File: src/rtl/mapu_pkg.sv
// Shared constants and types for the Matrix APU row packer.
package mapu_pkg;

  localparam int unsigned MAPU_DIM    = 4;
  localparam int unsigned MAPU_ELEMS  = 16;
  localparam int unsigned MAPU_IDX_W  = $clog2(MAPU_ELEMS);
  localparam int unsigned MAPU_DATA_W = 8;
  localparam int unsigned MAPU_OP_W   = 2;
  localparam int unsigned MAPU_ROW_W  = MAPU_DIM * MAPU_DATA_W;

  typedef logic [MAPU_OP_W-1:0]  mapu_op_t;
  typedef logic [MAPU_ROW_W-1:0] mapu_row_t;

  // Packer framing state: FILL writes elements, DROP discards the tail of an over-long frame.
  typedef enum logic {
    ST_FILL = 1'b0,
    ST_DROP = 1'b1
  } pk_state_e;

endpackage

File: src/rtl/mapu_row_packer_if.sv
// Element stream in / packed matrix out bundle for the row packer.
interface mapu_row_packer_if #(
  parameter int unsigned DATA_W = 8,
  parameter int unsigned OP_W   = 2
);
  localparam int unsigned ROW_W = 4 * DATA_W;

  logic              s_vld;
  logic              s_rdy;
  logic [DATA_W-1:0] s_data;
  logic [OP_W-1:0]   s_op;
  logic              s_last;

  logic              o_vld;
  logic              o_rdy;
  logic [OP_W-1:0]   o_op;
  logic [ROW_W-1:0]  o_r0;
  logic [ROW_W-1:0]  o_r1;
  logic [ROW_W-1:0]  o_r2;
  logic [ROW_W-1:0]  o_r3;

  // Environment side: produces elements, consumes matrices.
  modport master (
    output s_vld, s_data, s_op, s_last, o_rdy,
    input  s_rdy, o_vld, o_op, o_r0, o_r1, o_r2, o_r3
  );

  // Packer side.
  modport slave (
    input  s_vld, s_data, s_op, s_last, o_rdy,
    output s_rdy, o_vld, o_op, o_r0, o_r1, o_r2, o_r3
  );

endinterface

File: src/rtl/mapu_row_packer_slot.sv
// One matrix slot: four packed rows plus opcode, element-addressed write and clear.
module mapu_row_packer_slot
  import mapu_pkg::*;
#(
  parameter int unsigned DATA_W = MAPU_DATA_W,
  parameter int unsigned OP_W   = MAPU_OP_W
) (
  input  logic                                 clk,
  input  logic                                 reset_n,
  input  logic                                 i_clr,
  input  logic                                 i_we,
  input  logic [MAPU_IDX_W-1:0]                i_idx,
  input  logic [DATA_W-1:0]                    i_data,
  input  logic [OP_W-1:0]                      i_op,
  output logic [MAPU_DIM-1:0][4*DATA_W-1:0]    o_rows,
  output logic [OP_W-1:0]                      o_op
);

  localparam int unsigned ROW_W = 4 * DATA_W;

  logic [MAPU_DIM-1:0][ROW_W-1:0] rows_q, rows_d;
  logic [OP_W-1:0]                op_q, op_d;
  logic [1:0]                     row_sel;
  logic [1:0]                     lane_sel;

  assign row_sel  = i_idx[MAPU_IDX_W-1:2];
  assign lane_sel = i_idx[1:0];

  // Clear wins over write; opcode travels with element 0.
  always_comb begin
    rows_d = rows_q;
    op_d   = op_q;
    if (i_clr) begin
      rows_d = '0;
      op_d   = '0;
    end else if (i_we) begin
      rows_d[row_sel][32'(lane_sel) * DATA_W +: DATA_W] = i_data;
      if (i_idx == '0) op_d = i_op;
    end
  end

  always_ff @(posedge clk or negedge reset_n) begin
    if (!reset_n) begin
      rows_q <= '0;
      op_q   <= '0;
    end else begin
      rows_q <= rows_d;
      op_q   <= op_d;
    end
  end

  assign o_rows = rows_q;
  assign o_op   = op_q;

endmodule

File: src/rtl/mapu_row_packer.sv
// Serial element stream to 4x4 row-packed matrix, two-slot ping-pong toward the APU.
// Optional MAPU_ROW_PACKER_STATS_EN adds saturating matrix/error counters.
module mapu_row_packer
  import mapu_pkg::*;
#(
  parameter int unsigned DATA_W = MAPU_DATA_W,
  parameter int unsigned OP_W   = MAPU_OP_W
) (
  input  logic               clk,
  input  logic               reset_n,
  input  logic               i_en,
  input  logic               i_flush,
  mapu_row_packer_if.slave   bus,
  output logic               o_err
`ifdef MAPU_ROW_PACKER_STATS_EN
  ,
  output logic [15:0]        o_mat_cnt,
  output logic [15:0]        o_err_cnt
`endif
);

  localparam int unsigned ROW_W = MAPU_DIM * DATA_W;
  localparam logic [MAPU_IDX_W-1:0] IDX_LAST = MAPU_IDX_W'(MAPU_ELEMS - 1);

  logic                  rdy_ok_q;
  pk_state_e             state_q, state_d;
  logic [MAPU_IDX_W-1:0] idx_q, idx_d;
  logic [1:0]            count_q, count_d;
  logic                  wr_sel_q, wr_sel_d;
  logic                  rd_sel_q, rd_sel_d;
  logic                  err_q, err_d;

  logic       s_rdy_c;
  logic       o_vld_c;
  logic       accept;
  logic       pop;
  logic       fill_acc;
  logic       at_last;
  logic       complete;
  logic [1:0] slot_we;

  logic [MAPU_DIM-1:0][ROW_W-1:0] slot_rows [2];
  logic [OP_W-1:0]                slot_op   [2];

  // Handshake terms depend on registers and current control inputs only.
  always_comb begin
    s_rdy_c  = rdy_ok_q & i_en & ~i_flush &
               ((state_q == ST_DROP) | (count_q < 2'd2));
    o_vld_c  = (count_q != 2'd0);
    accept   = bus.s_vld & s_rdy_c;
    pop      = o_vld_c & bus.o_rdy;
    fill_acc = accept & (state_q == ST_FILL);
    at_last  = (idx_q == IDX_LAST);
    complete = fill_acc & bus.s_last & at_last;
    slot_we  = '0;
    if (fill_acc) slot_we[wr_sel_q] = 1'b1;
  end

  // Framing, pointer and occupancy update; flush overrides everything.
  always_comb begin
    state_d  = state_q;
    idx_d    = idx_q;
    count_d  = count_q;
    wr_sel_d = wr_sel_q;
    rd_sel_d = rd_sel_q;
    err_d    = 1'b0;
    if (i_flush) begin
      state_d  = ST_FILL;
      idx_d    = '0;
      count_d  = '0;
      wr_sel_d = 1'b0;
      rd_sel_d = 1'b0;
    end else begin
      case (state_q)
        ST_FILL: begin
          if (accept) begin
            if (bus.s_last && at_last) begin
              idx_d    = '0;
              wr_sel_d = ~wr_sel_q;
            end else if (bus.s_last) begin
              idx_d = '0;
              err_d = 1'b1;
            end else if (at_last) begin
              idx_d   = '0;
              err_d   = 1'b1;
              state_d = ST_DROP;
            end else begin
              idx_d = idx_q + MAPU_IDX_W'(1);
            end
          end
        end
        ST_DROP: begin
          if (accept && bus.s_last) state_d = ST_FILL;
        end
        default: state_d = ST_FILL;
      endcase
      if (pop) rd_sel_d = ~rd_sel_q;
      case ({complete, pop})
        2'b10:   count_d = count_q + 2'd1;
        2'b01:   count_d = count_q - 2'd1;
        default: count_d = count_q;
      endcase
    end
  end

  always_ff @(posedge clk or negedge reset_n) begin
    if (!reset_n) begin
      rdy_ok_q <= 1'b0;
      state_q  <= ST_FILL;
      idx_q    <= '0;
      count_q  <= '0;
      wr_sel_q <= 1'b0;
      rd_sel_q <= 1'b0;
      err_q    <= 1'b0;
    end else begin
      rdy_ok_q <= 1'b1;
      state_q  <= state_d;
      idx_q    <= idx_d;
      count_q  <= count_d;
      wr_sel_q <= wr_sel_d;
      rd_sel_q <= rd_sel_d;
      err_q    <= err_d;
    end
  end

  for (genvar g = 0; g < 2; g++) begin : g_slot
    mapu_row_packer_slot #(
      .DATA_W (DATA_W),
      .OP_W   (OP_W)
    ) u_slot (
      .clk     (clk),
      .reset_n (reset_n),
      .i_clr   (i_flush),
      .i_we    (slot_we[g]),
      .i_idx   (idx_q),
      .i_data  (bus.s_data),
      .i_op    (bus.s_op),
      .o_rows  (slot_rows[g]),
      .o_op    (slot_op[g])
    );
  end

  assign bus.s_rdy = s_rdy_c;
  assign bus.o_vld = o_vld_c;
  assign bus.o_op  = slot_op[rd_sel_q];
  assign bus.o_r0  = slot_rows[rd_sel_q][0];
  assign bus.o_r1  = slot_rows[rd_sel_q][1];
  assign bus.o_r2  = slot_rows[rd_sel_q][2];
  assign bus.o_r3  = slot_rows[rd_sel_q][3];
  assign o_err     = err_q;

`ifdef MAPU_ROW_PACKER_STATS_EN
  logic [15:0] mat_cnt_q, mat_cnt_d;
  logic [15:0] err_cnt_q, err_cnt_d;

  // Saturating counters, counted on the same edge that raises o_err / completes a pop.
  always_comb begin
    mat_cnt_d = mat_cnt_q;
    err_cnt_d = err_cnt_q;
    if (i_flush) begin
      mat_cnt_d = '0;
      err_cnt_d = '0;
    end else begin
      if (pop && (mat_cnt_q != 16'hFFFF)) mat_cnt_d = mat_cnt_q + 16'd1;
      if (err_d && (err_cnt_q != 16'hFFFF)) err_cnt_d = err_cnt_q + 16'd1;
    end
  end

  always_ff @(posedge clk or negedge reset_n) begin
    if (!reset_n) begin
      mat_cnt_q <= '0;
      err_cnt_q <= '0;
    end else begin
      mat_cnt_q <= mat_cnt_d;
      err_cnt_q <= err_cnt_d;
    end
  end

  assign o_mat_cnt = mat_cnt_q;
  assign o_err_cnt = err_cnt_q;
`endif

endmodule

File: src/flat_wrapper.sv
// flat-port wrapper written by rule: the top's interface ports become plain ports
module mapu_row_packer_flat import mapu_pkg::*;
#(
  parameter int unsigned DATA_W = MAPU_DATA_W,
  parameter int unsigned OP_W   = MAPU_OP_W
)
  (clk, reset_n, i_en, i_flush, o_err, bus_s_vld, bus_s_data, bus_s_op, bus_s_last, bus_o_rdy, bus_s_rdy, bus_o_vld, bus_o_op, bus_o_r0, bus_o_r1, bus_o_r2, bus_o_r3);
  mapu_row_packer_if #(.DATA_W(DATA_W), .OP_W(OP_W)) bus_i ();
  input  logic clk;
  input  logic reset_n;
  input  logic i_en;
  input  logic i_flush;
  output logic o_err;
  input wire logic [$bits(bus_i.s_vld)-1:0] bus_s_vld;
  input wire logic [$bits(bus_i.s_data)-1:0] bus_s_data;
  input wire logic [$bits(bus_i.s_op)-1:0] bus_s_op;
  input wire logic [$bits(bus_i.s_last)-1:0] bus_s_last;
  input wire logic [$bits(bus_i.o_rdy)-1:0] bus_o_rdy;
  output wire logic [$bits(bus_i.s_rdy)-1:0] bus_s_rdy;
  output wire logic [$bits(bus_i.o_vld)-1:0] bus_o_vld;
  output wire logic [$bits(bus_i.o_op)-1:0] bus_o_op;
  output wire logic [$bits(bus_i.o_r0)-1:0] bus_o_r0;
  output wire logic [$bits(bus_i.o_r1)-1:0] bus_o_r1;
  output wire logic [$bits(bus_i.o_r2)-1:0] bus_o_r2;
  output wire logic [$bits(bus_i.o_r3)-1:0] bus_o_r3;
  assign bus_i.s_vld = bus_s_vld;
  assign bus_i.s_data = bus_s_data;
  assign bus_i.s_op = bus_s_op;
  assign bus_i.s_last = bus_s_last;
  assign bus_i.o_rdy = bus_o_rdy;
  assign bus_s_rdy = bus_i.s_rdy;
  assign bus_o_vld = bus_i.o_vld;
  assign bus_o_op = bus_i.o_op;
  assign bus_o_r0 = bus_i.o_r0;
  assign bus_o_r1 = bus_i.o_r1;
  assign bus_o_r2 = bus_i.o_r2;
  assign bus_o_r3 = bus_i.o_r3;
  mapu_row_packer #(.DATA_W(DATA_W), .OP_W(OP_W)) u_core (.clk(clk), .reset_n(reset_n), .i_en(i_en), .i_flush(i_flush), .bus(bus_i), .o_err(o_err));
endmodule
File: config.mk
export PLATFORM = sky130hd
export DESIGN_NAME = mapu_row_packer_flat
export DESIGN_NICKNAME = d
export VERILOG_FILES = /design/src/rtl/mapu_pkg.sv /design/src/rtl/mapu_row_packer_if.sv /design/src/rtl/mapu_row_packer_slot.sv /design/src/rtl/mapu_row_packer.sv /design/src/flat_wrapper.sv
export SDC_FILE = /design/constraint.sdc
export NUM_CORES = 1
export LEC_CHECK = 0
export CORE_MARGIN = 4
export CORE_UTILIZATION = 41
export CTS_BUF_LIST = sky130_fd_sc_hd__clkbuf_2 sky130_fd_sc_hd__clkbuf_4 sky130_fd_sc_hd__clkbuf_8
export CTS_CLUSTER_DIAMETER = 60
export CTS_CLUSTER_SIZE = 20
export DETAILED_ROUTE_END_ITERATION = 12
export GPL_TIMING_DRIVEN = 0
export PLACE_DENSITY = 0.68
export SYNTH_ARGS = -nofsm -noshare
export SYNTH_HDL_FRONTEND = slang
export SYNTH_HIERARCHICAL = 1
export SYNTH_SLANG_ARGS = --single-unit
File: constraint.sdc
create_clock -name clk -period 4.99 [get_ports clk]
set_input_delay 0.7485 -clock clk [delete_from_list [all_inputs] [get_ports clk]]
set_output_delay 0.7485 -clock clk [all_outputs]
set_load 0.03 [all_outputs]
==> results of run 1 <==
-- registers in the layout, indices dropped and copies added, names as in the netlist --
signal,cells
u_core/o_err,1
u_core/idx_q,4
u_core/count_q,2
u_core/rdy_ok_q,1
u_core/state_q,1
u_core/g_slot.u_slot/o_rows,256
u_core/rd_sel_q,1
u_core/g_slot.u_slot/o_op,4
u_core/wr_sel_q,1
-- where the power goes --
group | internal (µW) | switching, µW | leakage (µW)
Sequential | 2200 | 4.03 | 0.00378
Clock | 754 | 873 | 0.000311
Combinational | 61.8 | 187 | 0.00306
-- through the flow --
| stage | power [µW] | worst slack, ns |
|---|---|---|
| 2_1_floorplan | 2348 | 2.629 |
| 3_3_place_gp | 2486 | -8.642 |
| 3_5_place_dp | 2491 | 1.114 |
| 4_1_cts | 4100 | 1.468 |
| 5_1_grt | 4212 | 1.341 |
| 6_report | 4078 | 1.458 |
-- kinds of logic after synthesis --
logic type	synth area share
AO/OA/AOI/OAI	0.1077
XOR/XNOR	0.0006297
adder cells (fa/ha/maj)	0.01169
buffers and inverters	0.05172
flip-flops	0.4875
multiplexers	0.1399
other	0.0002696
AND/OR/NAND/NOR	0.2007
-- layout make-up --
class	instances	area [µm²]
fill	3084	16880
sequential	271	6782
multi-input combinational	892	6410
timing repair buffer	151	1551
buffer	127	659.4
tap	448	560.5
clock buffer	27	371.6
clock inverter	18	256.5
inverter	16	60.06
antenna	1	2.502
-- worst min path at each step --
stage                                                              start                                        endpoint  slack (ns)  cells after the start
final                                                            reset_n  u_core/g_slot[0].u_slot/o_rows[38]$_DFFE_PN0P_        0.15                      1
after global routing                                             reset_n  u_core/g_slot[0].u_slot/o_rows[38]$_DFFE_PN0P_        0.20                      1
after CTS                                                        reset_n  u_core/g_slot[0].u_slot/o_rows[38]$_DFFE_PN0P_        0.18                      1
after detailed placement  u_core/g_slot[0].u_slot/o_rows[15]$_DFFE_PN0P_  u_core/g_slot[0].u_slot/o_rows[15]$_DFFE_PN0P_        0.48                      1
after global placement    u_core/g_slot[1].u_slot/o_rows[19]$_DFFE_PN0P_  u_core/g_slot[1].u_slot/o_rows[19]$_DFFE_PN0P_        0.47                      1
after floorplan                                                  reset_n                   u_core/count_q[0]$_DFFE_PN0P_        0.45                      0
-- critical path: stages (launching register included) --
cell and delay (ns):
dfrtp_1 0.34, clkbuf_1 0.24, buf_2 0.32, buf_4 0.28
mux2_1 0.40, clkdlybuf4s50_1 0.62
-- per-layer routing --
metal  global-route usage  wire [µm]
met4              0.06583       1244
met2               0.3918      21460
met3              0.03726       3289
met5                    0          0
met1               0.3375      19420
-- cells in the final DEF (no fill, tap or decap), drive strengths merged, types with 47 or more instances in the layout --
cell type / n
buf: 92
clkbuf: 65
a21oi: 67
nand2: 134
o21ai: 83
nand3b: 51
mux2: 131
clkdlybuf4s50: 148
nand3: 99
dfrtp: 271
mux2i: 47
==> impl_results.md, run 1 <==
* Max-slew violation count at 0
* Async S/R FF share, synth at 1.000
* Max Freq at 0.2832 GHz
* R2r setup slk at 2.05 ns
* Unrepaired setup endpoints after global routing: no
* Worst rel slew slack at 0.3094
* Final setup TNS at 0 ns
* Drt pass-1 iters at 6
* Vias in the first global route at 11.23k
* Die width at 192.2 µm
* TritonCTS Buffers at 25
* Max cap viols at 0
* Final hold viol count at 0
* H-tree levels at 1
* Root buffer cell: clkbuf_8
* Clock latency on the worst-skew pair at 0.60 ns
* Final hold slack at 0.1510 ns
* Worst Max-Slew Pin Slew at between 1 and 1.5 ns
* Routed length per placed instance at ~23 µm
* WL final at 45420 µm
* Clock sinks at 271
* Placed cell areas at 16020 µm²
* Post-route cell area at 16650 µm²
* Via density at roughly 5.8
* Warnings, synthesis at 6
* Area share of the largest cell type after synthesis at 0.4875
* Placer Congestion at 0.9124
* Cell area power density at 244.9 nW/µm²
* Netlist cell types at between 60 and 70
* Grt ovf at 0
* Synthesized instance count at 1306
* Non-Filler Instances at 1951
* CP arrival at 2.78 ns
* Crit path max fanout at 10
* Status: finished clean
* Yosys top cell by area: dfrtp_1
* Synth area leaders: dfrtp_1 (49%), mux2_1 (7.4%), nand2_1 (3.6%)
* CP startpoint: u_core/rd_sel_q$_DFFE_PN0P_
* Number of nets in the layout at 1514
* Core Util, Final at 0.4966
* Post-route ant nets at 0
* HP Class: in2async
* Mapped Nets at 1336
* Worst-path clk slew at 0.11 ns
* Count leader, synth: dfrtp_1
* Share of cells above drive strength 1 at 0.1411
* Die area at 36940 µm²
* Hold Buf Count CTS at 0
* Number of port buffers at 149
* Area growth from synthesis to layout at 19.72%
* CTS tree: built
* CP Capture Point: bus_o_r3[1]
* First-pass GRT wire length at 68400 µm
* Crit path time final at 3.532 ns
* Post-synth EDFFs at 0
* CP endpoint kind: output port
* Gr usage total at 0.2410
* Reg2Reg Depth at 8
* R2r startpoint: u_core/idx_q[0]$_DFFE_PN0P_
* Rows at 67
* Setup Crit Path Kind: reg2out
* PostCTS Resize Cnt at 0
* Final Skew at about 0.046 ns
* Seq/Total Area, Yosys at 0.4875
* Die Y at approximately 190 µm
* Crit path required time at 4.24 ns
* Postcts setup bufs at 0
* Initial DRC Count at 1312
* # setup viols final at 0
* Via count at 11.26k
* Initial Util at 0.4149
* Most frequent cells after synthesis: dfrtp_1 (271), nand2_1 (134), nand3_1 (99)
* Largest net degree at the start of global routing at 103
* P_leak at 0.007154 µW
* # IOs at 150
* Initial antenna violation count at 0
* Final period utilization at 0.7077
* CP Launch Type: register
* Syn Std Cell Area at ~14000 µm²
* Residual DRC at 0
* Ys flop type: dfrtp_1
* HPWL Detailed at approximately 32000 µm
* Area of the core at ~34000 µm²
* #FFs+latches synth at 271
* Worst VDD drop at around 190 µV
* CTS Buffer Depth at 3
* Critical R2R Capture: u_core/g_slot[1].u_slot/o_rows[7]$_DFFE_PN0P_
* Placed insts at between 1.5k and 2k
* Syn Area/Cell at 10.65 µm²
No activity file was read; power rests on OpenSTA's default activity.
==> run 2: changes to the inputs <==
==> constraint.sdc (replaced) <==
create_clock -name clk -period 3.5 [get_ports clk]
set_input_delay 0.525 -clock clk [delete_from_list [all_inputs] [get_ports clk]]
set_output_delay 0.525 -clock clk [all_outputs]
set_load 0.03 [all_outputs]
==> impl_results.md, run 2 (synthesis gave the netlist of run 1 again) <==
* Commonest cells after routing, fill and taps aside: dfrtp_1 (271), clkdlybuf4s50_1 (148), nand2_1 (134)
* Final hold viol count at 0
* Critical-path top delay cell: clkdlybuf4s50_1
* Worst VDD drop at around 270 µV
* Die width at 192.2 µm
* Pint at 4297 µW
* Max-slew violation count at 0
* Clock latency on the worst-skew pair at 0.60 ns
* Residual DRC at 0
* # diodes at 0
* Gr usage total at 0.2411
* Clock share of power at 0.399
* Sw Pwr at 1516 µW
* Placer Congestion at ~0.91
* Initial antenna violation count at 0
* Largest net degree at the start of global routing at 103
* Crit path max fanout at 10
* TritonCTS Buffers at 25
* Most common cell after layout, fill and taps aside: dfrtp_1
* Total power draw at 5813 µW
* Routed length per placed instance at 23.27 µm
* Share of cells above drive strength 1 at 0.1411
* FILL cells at 3083
* First-pass GRT wire length at roughly 68000 µm
* Clock sinks at 271
* Initial DRC Count at 1208
* Crit path cell chain: clkbuf_1 > buf_2 > buf_4 > mux2_1 > clkdlybuf4s50_1
* Worst-path clk slew at 0.11 ns
* WL final at ~45000 µm
* Final setup TNS at 0 ns
* CP Launch Type: register
* Rows at between 60 and 70
* CP Capture Point: bus_o_r2[15]
* Combinational power share at 0.061
* Area of the core at 33530 µm²
* Final hold slack at 0.5022 ns
* Drt pass-1 iters at 5
* # setup viols final at 0
* Final Skew at around 0.045 ns
* CP endpoint kind: output port
* Crit path required time at 2.97 ns
* Final period utilization at 0.9446
* Via density at 5.836
* Worst Max-Slew Pin Slew at 1.019 ns
* Max incr delay on CP at 0.61 ns
* Postcts setup bufs at 0
* # IOs at 150
* Worst rel slew slack at 0.3207
* Sw Share at 0.2608
* Initial Util at 0.4149
* CP arrival at 2.78 ns
* Seq pwr share at 0.540
* Grt ovf at 0
* P_leak at 0.007158 µW
* CTS Buffer Depth at 3
* Reg2Reg Depth at 8
* Die area at 36940 µm²
* Number of nets in the layout at 1515
* Setup Crit Path Kind: reg2out
* Status: finished clean
* Via count at 11.39k
* Crit path time final at around 3.3 ns
* H-tree levels at 1
* Die Y at 192.2 µm
* HP Class: reg2reg
* Vias in the first global route at 11.23k
* R2r startpoint: u_core/idx_q[0]$_DFFE_PN0P_
* Max reg flops at around 260
* PostCTS Resize Cnt at 0
* Area growth from synthesis to layout at 19.77%
* Max cap viols at 0
* HPWL Detailed at around 32000 µm
* CTS tree: built
* Max Freq at 0.3025 GHz
* Critical R2R Capture: u_core/g_slot[1].u_slot/o_rows[7]$_DFFE_PN0P_
* Root buffer cell: clkbuf_8
* Unrepaired setup endpoints after global routing: no
* Post-route ant nets at 0
* R2r setup slk at 0.54 ns
* Cell area power density at around 350 nW/µm²
* CP startpoint: u_core/rd_sel_q$_DFFE_PN0P_
* Number of port buffers at 149
==> run 2: cell types whose count changed in the layout (fill, tap and decap cells not counted) <==
cell	previous run	this run
diode_2	1	0
dlygate4sd3_1	0	1
==> run 2: worst min path at each step <==
stage / to / start / cells past startpoint / slack (ns)
after floorplan: u_core/count_q[0]$_DFFE_PN0P_ / reset_n / 0 / 0.23
after global placement: u_core/g_slot[1].u_slot/o_rows[19]$_DFFE_PN0P_ / u_core/g_slot[1].u_slot/o_rows[19]$_DFFE_PN0P_ / 1 / 0.47
after detailed placement: u_core/g_slot[0].u_slot/o_rows[15]$_DFFE_PN0P_ / u_core/g_slot[0].u_slot/o_rows[15]$_DFFE_PN0P_ / 1 / 0.48
after CTS: u_core/g_slot[1].u_slot/o_rows[2]$_DFFE_PN0P_ / u_core/g_slot[1].u_slot/o_rows[2]$_DFFE_PN0P_ / 1 / 0.51
after global routing: u_core/g_slot[1].u_slot/o_rows[2]$_DFFE_PN0P_ / u_core/g_slot[1].u_slot/o_rows[2]$_DFFE_PN0P_ / 1 / 0.52
final: u_core/g_slot[1].u_slot/o_rows[2]$_DFFE_PN0P_ / u_core/g_slot[1].u_slot/o_rows[2]$_DFFE_PN0P_ / 1 / 0.50
==> run 2: final cells by class <==
cell class / instances / area (µm²) / area share
plain buffers: 127 / 659.4 / 0.03958
clock buffers: 27 / 371.6 / 0.02230
clock inverters: 18 / 256.5 / 0.01539
inverters: 16 / 60.06 / 0.003605
multi-input cells: 892 / 6410 / 0.3847
flip-flops and latches: 271 / 6782 / 0.4070
well taps: 448 / 560.5 / 0.03364
repair buffers: 152 / 1562 / 0.09372
==> run 2: critical path: cells and delay by family (launching register included) <==
| kind | cells | cell delay, ns |
|---|---|---|
| flip-flops | 1 | 0.34 |
| buffers and inverters | 4 | 1.47 |
| multiplexers | 1 | 0.40 |
==> run 2: power by group through the flow <==
| stage | registers [µW] | logic (µW) | clock network [µW] |
|---|---|---|---|
| final | 3140 | 356 | 2320 |
| after global routing | 3140 | 379 | 2490 |
| after CTS | 3140 | 353 | 2350 |
| after detailed placement | 3200 | 351 | 0 |
| after global placement | 3200 | 340 | 0 |
| after floorplan | 3200 | 148 | 0 |
==> run 2: repair_timing <==
action,4_1_cts,5_1_grt
hold buffers,1,0
setup endpoints to repair,0,0
hold endpoints to repair,84,0
==> run 2: metal layers <==
layer	vias to the layer above	global-route usage	share of wire
met2	513	0.3918	0.47
met1	5757	0.3376	0.43
li1	5041	-	-
met5	-	0	0
met3	76	0.03726	0.076
met4	0	0.06583	0.028
==> run 2: metrics by stage <==
stage | std cells | utilization | setup WS, ns | instance area, µm²
CTS | 1951 | 0.4969 | 0.2014 | 16660
finish | 1951 | 0.4969 | 0.1940 | 16660
global placement | 1903 | 0.4760 | -9.908 | 15960
global route | 1951 | 0.4969 | 0.07425 | 16660
floorplan | 1306 | - | 1.164 | 13910
detailed placement | 1905 | 0.4778 | -0.1528 | 16020
==> run 3: changes to the inputs <==
--- a/config.mk
+++ b/config.mk
@@ -11,8 +11,9 @@
 export CTS_CLUSTER_DIAMETER = 60
 export CTS_CLUSTER_SIZE = 20
 export DETAILED_ROUTE_END_ITERATION = 12
+export DONT_BUFFER_PORTS = 1
 export GPL_TIMING_DRIVEN = 0
-export PLACE_DENSITY = 0.68
+export PLACE_DENSITY = 0.62
 export SYNTH_ARGS = -nofsm -noshare
 export SYNTH_HDL_FRONTEND = slang
 export SYNTH_HIERARCHICAL = 1
==> impl_results.md, run 3 (synthesis gave the netlist of run 1 again) <==
* CP startpoint: u_core/idx_q[0]$_DFFE_PN0P_
* # setup viols final at 0
* Largest net degree at the start of global routing at roughly 270
* R2r setup slk at 0.50 ns
* Worst VDD drop at 281.5 µV
* Sw Pwr at 1479 µW
* Final period utilization at 0.8560
* Number of nets in the layout at approximately 1.4k
* TritonCTS Buffers at 24
* Die Y at 192.2 µm
* CP endpoint kind: register
* Most common cell after layout, fill and taps aside: dfrtp_1
* Residual DRC at 0
* First-pass GRT wire length at 67010 µm
* Critical R2R Capture: u_core/g_slot[1].u_slot/o_rows[7]$_DFFE_PN0P_
* Seq pwr share at 0.560
* # diodes at 0
* CP Capture Point: u_core/g_slot[1].u_slot/o_rows[7]$_DFFE_PN0P_
* Final setup TNS at 0 ns
* Rows at 67
* Root buffer cell: clkbuf_8
* Sw Share at 0.2638
* Die width at about 190 µm
* Vias in the first global route at 10.44k
* Placed cell areas at 14470 µm²
* Area growth from synthesis to layout at 8.266%
* H-tree levels at 1
* Clock share of power at 0.396
* Met3 global-route usage at 0.05925
* Pint at 4127 µW
* Postcts setup bufs at 0
* CTS tree: built
* Gr usage total at 0.2394
* Status: finished, violations left
* HPWL Detailed at 31770 µm
* Crit path time final at 2.996 ns
* Crit path required time at approximately 4 ns
* Max cap viols at 0
* Die area at 36940 µm²
* Final Skew at 0.02800 ns
* Max reg flops at 256
* # IOs at 150
* Clock sinks at 271
* Initial DRC Count at roughly 1.1k
* Worst-path clk slew at 0.11 ns
* Commonest cells after routing, fill and taps aside: dfrtp_1 (271), nand2_1 (134), nand3_1 (99)
* Routing usage on met2 at 0.3767
* HP Class: in2async
* Routed length per placed instance at 24.99 µm
* Crit path max fanout at 12
* PostCTS Resize Cnt at 0
* Initial antenna violation count at 0
* CP Launch Type: register
* Via density at roughly 5.9
* CTS Buffer Depth at 3
* Final hold viol count at 271
* Cell area power density at 372.2 nW/µm²
* Routing usage on met1 at 0.3296
* Clock latency on the worst-skew pair at 0.60 ns
* Reg2Reg Depth at 8
* Placer Congestion at 0.8837
* Max-slew violation count at 0
* Initial Util at 0.4149
* Failing checks: hold timing
* WL final at 44940 µm
* Unrepaired setup endpoints after global routing: no
* Drt pass-1 iters at 5
* Via count at 10.66k
* Worst rel slew slack at 0.2714
* Post-route ant nets at 0
* Max Freq at 0.3338 GHz
* Setup Crit Path Kind: reg2reg
* Grt ovf at 0
* R2r startpoint: u_core/idx_q[0]$_DFFE_PN0P_
* Post-route cell area at 15060 µm²
* Worst Max-Slew Pin Slew at 1.093 ns
* Combinational power share at 0.044
* Area of the core at 33530 µm²
* Post-place setup slack at between 0.6 and 0.7 ns
* Final hold slack at -0.3580 ns
* Share of cells above drive strength 1 at 0.1541
* Most Crowded Layer GR: met2
* P_leak at approximately 0.0066 µW
* Final Worst Setup Slack at 0.5042 ns
* CP arrival at 3.52 ns
* Number of port buffers at 0
[run 3: cell types whose count changed in the layout (fill, tap and decap cells not counted), sizes merged]
| cell | delta |
|---|---|
| buf | -3 |
| clkinv | -3 |
| clkinvlp | -1 |
| clkdlybuf4s50 | -148 |
| bufinv | -2 |
| clkbuf | -1 |
| dlygate4sd3 | -1 |
| inv | +6 |
[run 3: critical path, stage by stage (launching register included)]
cell	delay (ns)
dfrtp_1	0.69
buf_2	0.36
inv_1	0.13
ha_1	0.32
buf_6	0.17
nor4b_4	0.57
and4bb_1	0.33
buf_4	0.19
a22o_1	0.16
[run 3: layout make-up]
class                           count  area [µm²]
Tap cell                          448       560.5
Clock inverter                     18       231.5
Clock buffer                       26       357.8
Multi-Input combinational cell    892        6410
Inverter                           16       60.06
Sequential cell                   271        6782
Fill cell                        3234       18470
Buffer                            127       659.4
[run 3: power by group through the flow]
stage                     combinational (µW)  clock (µW)  sequential, µW
after floorplan                          148           0            3200
after global placement                   238           0            3200
after detailed placement                 240           0            3200
after CTS                                240        2270            3140
after global routing                     254        2390            3140
final                                    245        2220            3140
[run 3: worst min path at each step]
stage / startpoint / endpoint / slack (ns) / cells past startpoint
after floorplan: reset_n / u_core/count_q[0]$_DFFE_PN0P_ / 0.23 / 0
after global placement: reset_n / u_core/g_slot[0].u_slot/o_rows[85]$_DFFE_PN0P_ / 0.25 / 0
after detailed placement: reset_n / u_core/g_slot[0].u_slot/o_rows[53]$_DFFE_PN0P_ / 0.25 / 0
after CTS: reset_n / u_core/g_slot[0].u_slot/o_rows[21]$_DFFE_PN0P_ / -0.41 / 0
after global routing: reset_n / u_core/g_slot[1].u_slot/o_rows[81]$_DFFE_PN0P_ / -0.41 / 0
final: reset_n / u_core/g_slot[0].u_slot/o_rows[20]$_DFFE_PN0P_ / -0.36 / 0
[run 3: per-stage QoR]
step / power [µW] / instances / util / hold slack, ns
2_1_floorplan: 3347 / 1306 / - / 0.2294
3_3_place_gp: 3439 / 1754 / 0.4316 / 0.2499
3_5_place_dp: 3440 / 1754 / 0.4316 / 0.2502
4_1_cts: 5654 / 1798 / 0.4491 / -0.4116
5_1_grt: 5788 / 1798 / 0.4491 / -0.4076
6_report: 5605 / 1798 / 0.4491 / -0.3580
[run 3: metal layers]
| metal | up-vias | share of wire |
|---|---|---|
| met5 | - | 0 |
| met4 | 0 | 0.033 |
| met3 | 69 | 0.089 |
| met2 | 440 | 0.46 |
| met1 | 5406 | 0.42 |
| li1 | 4745 | - |
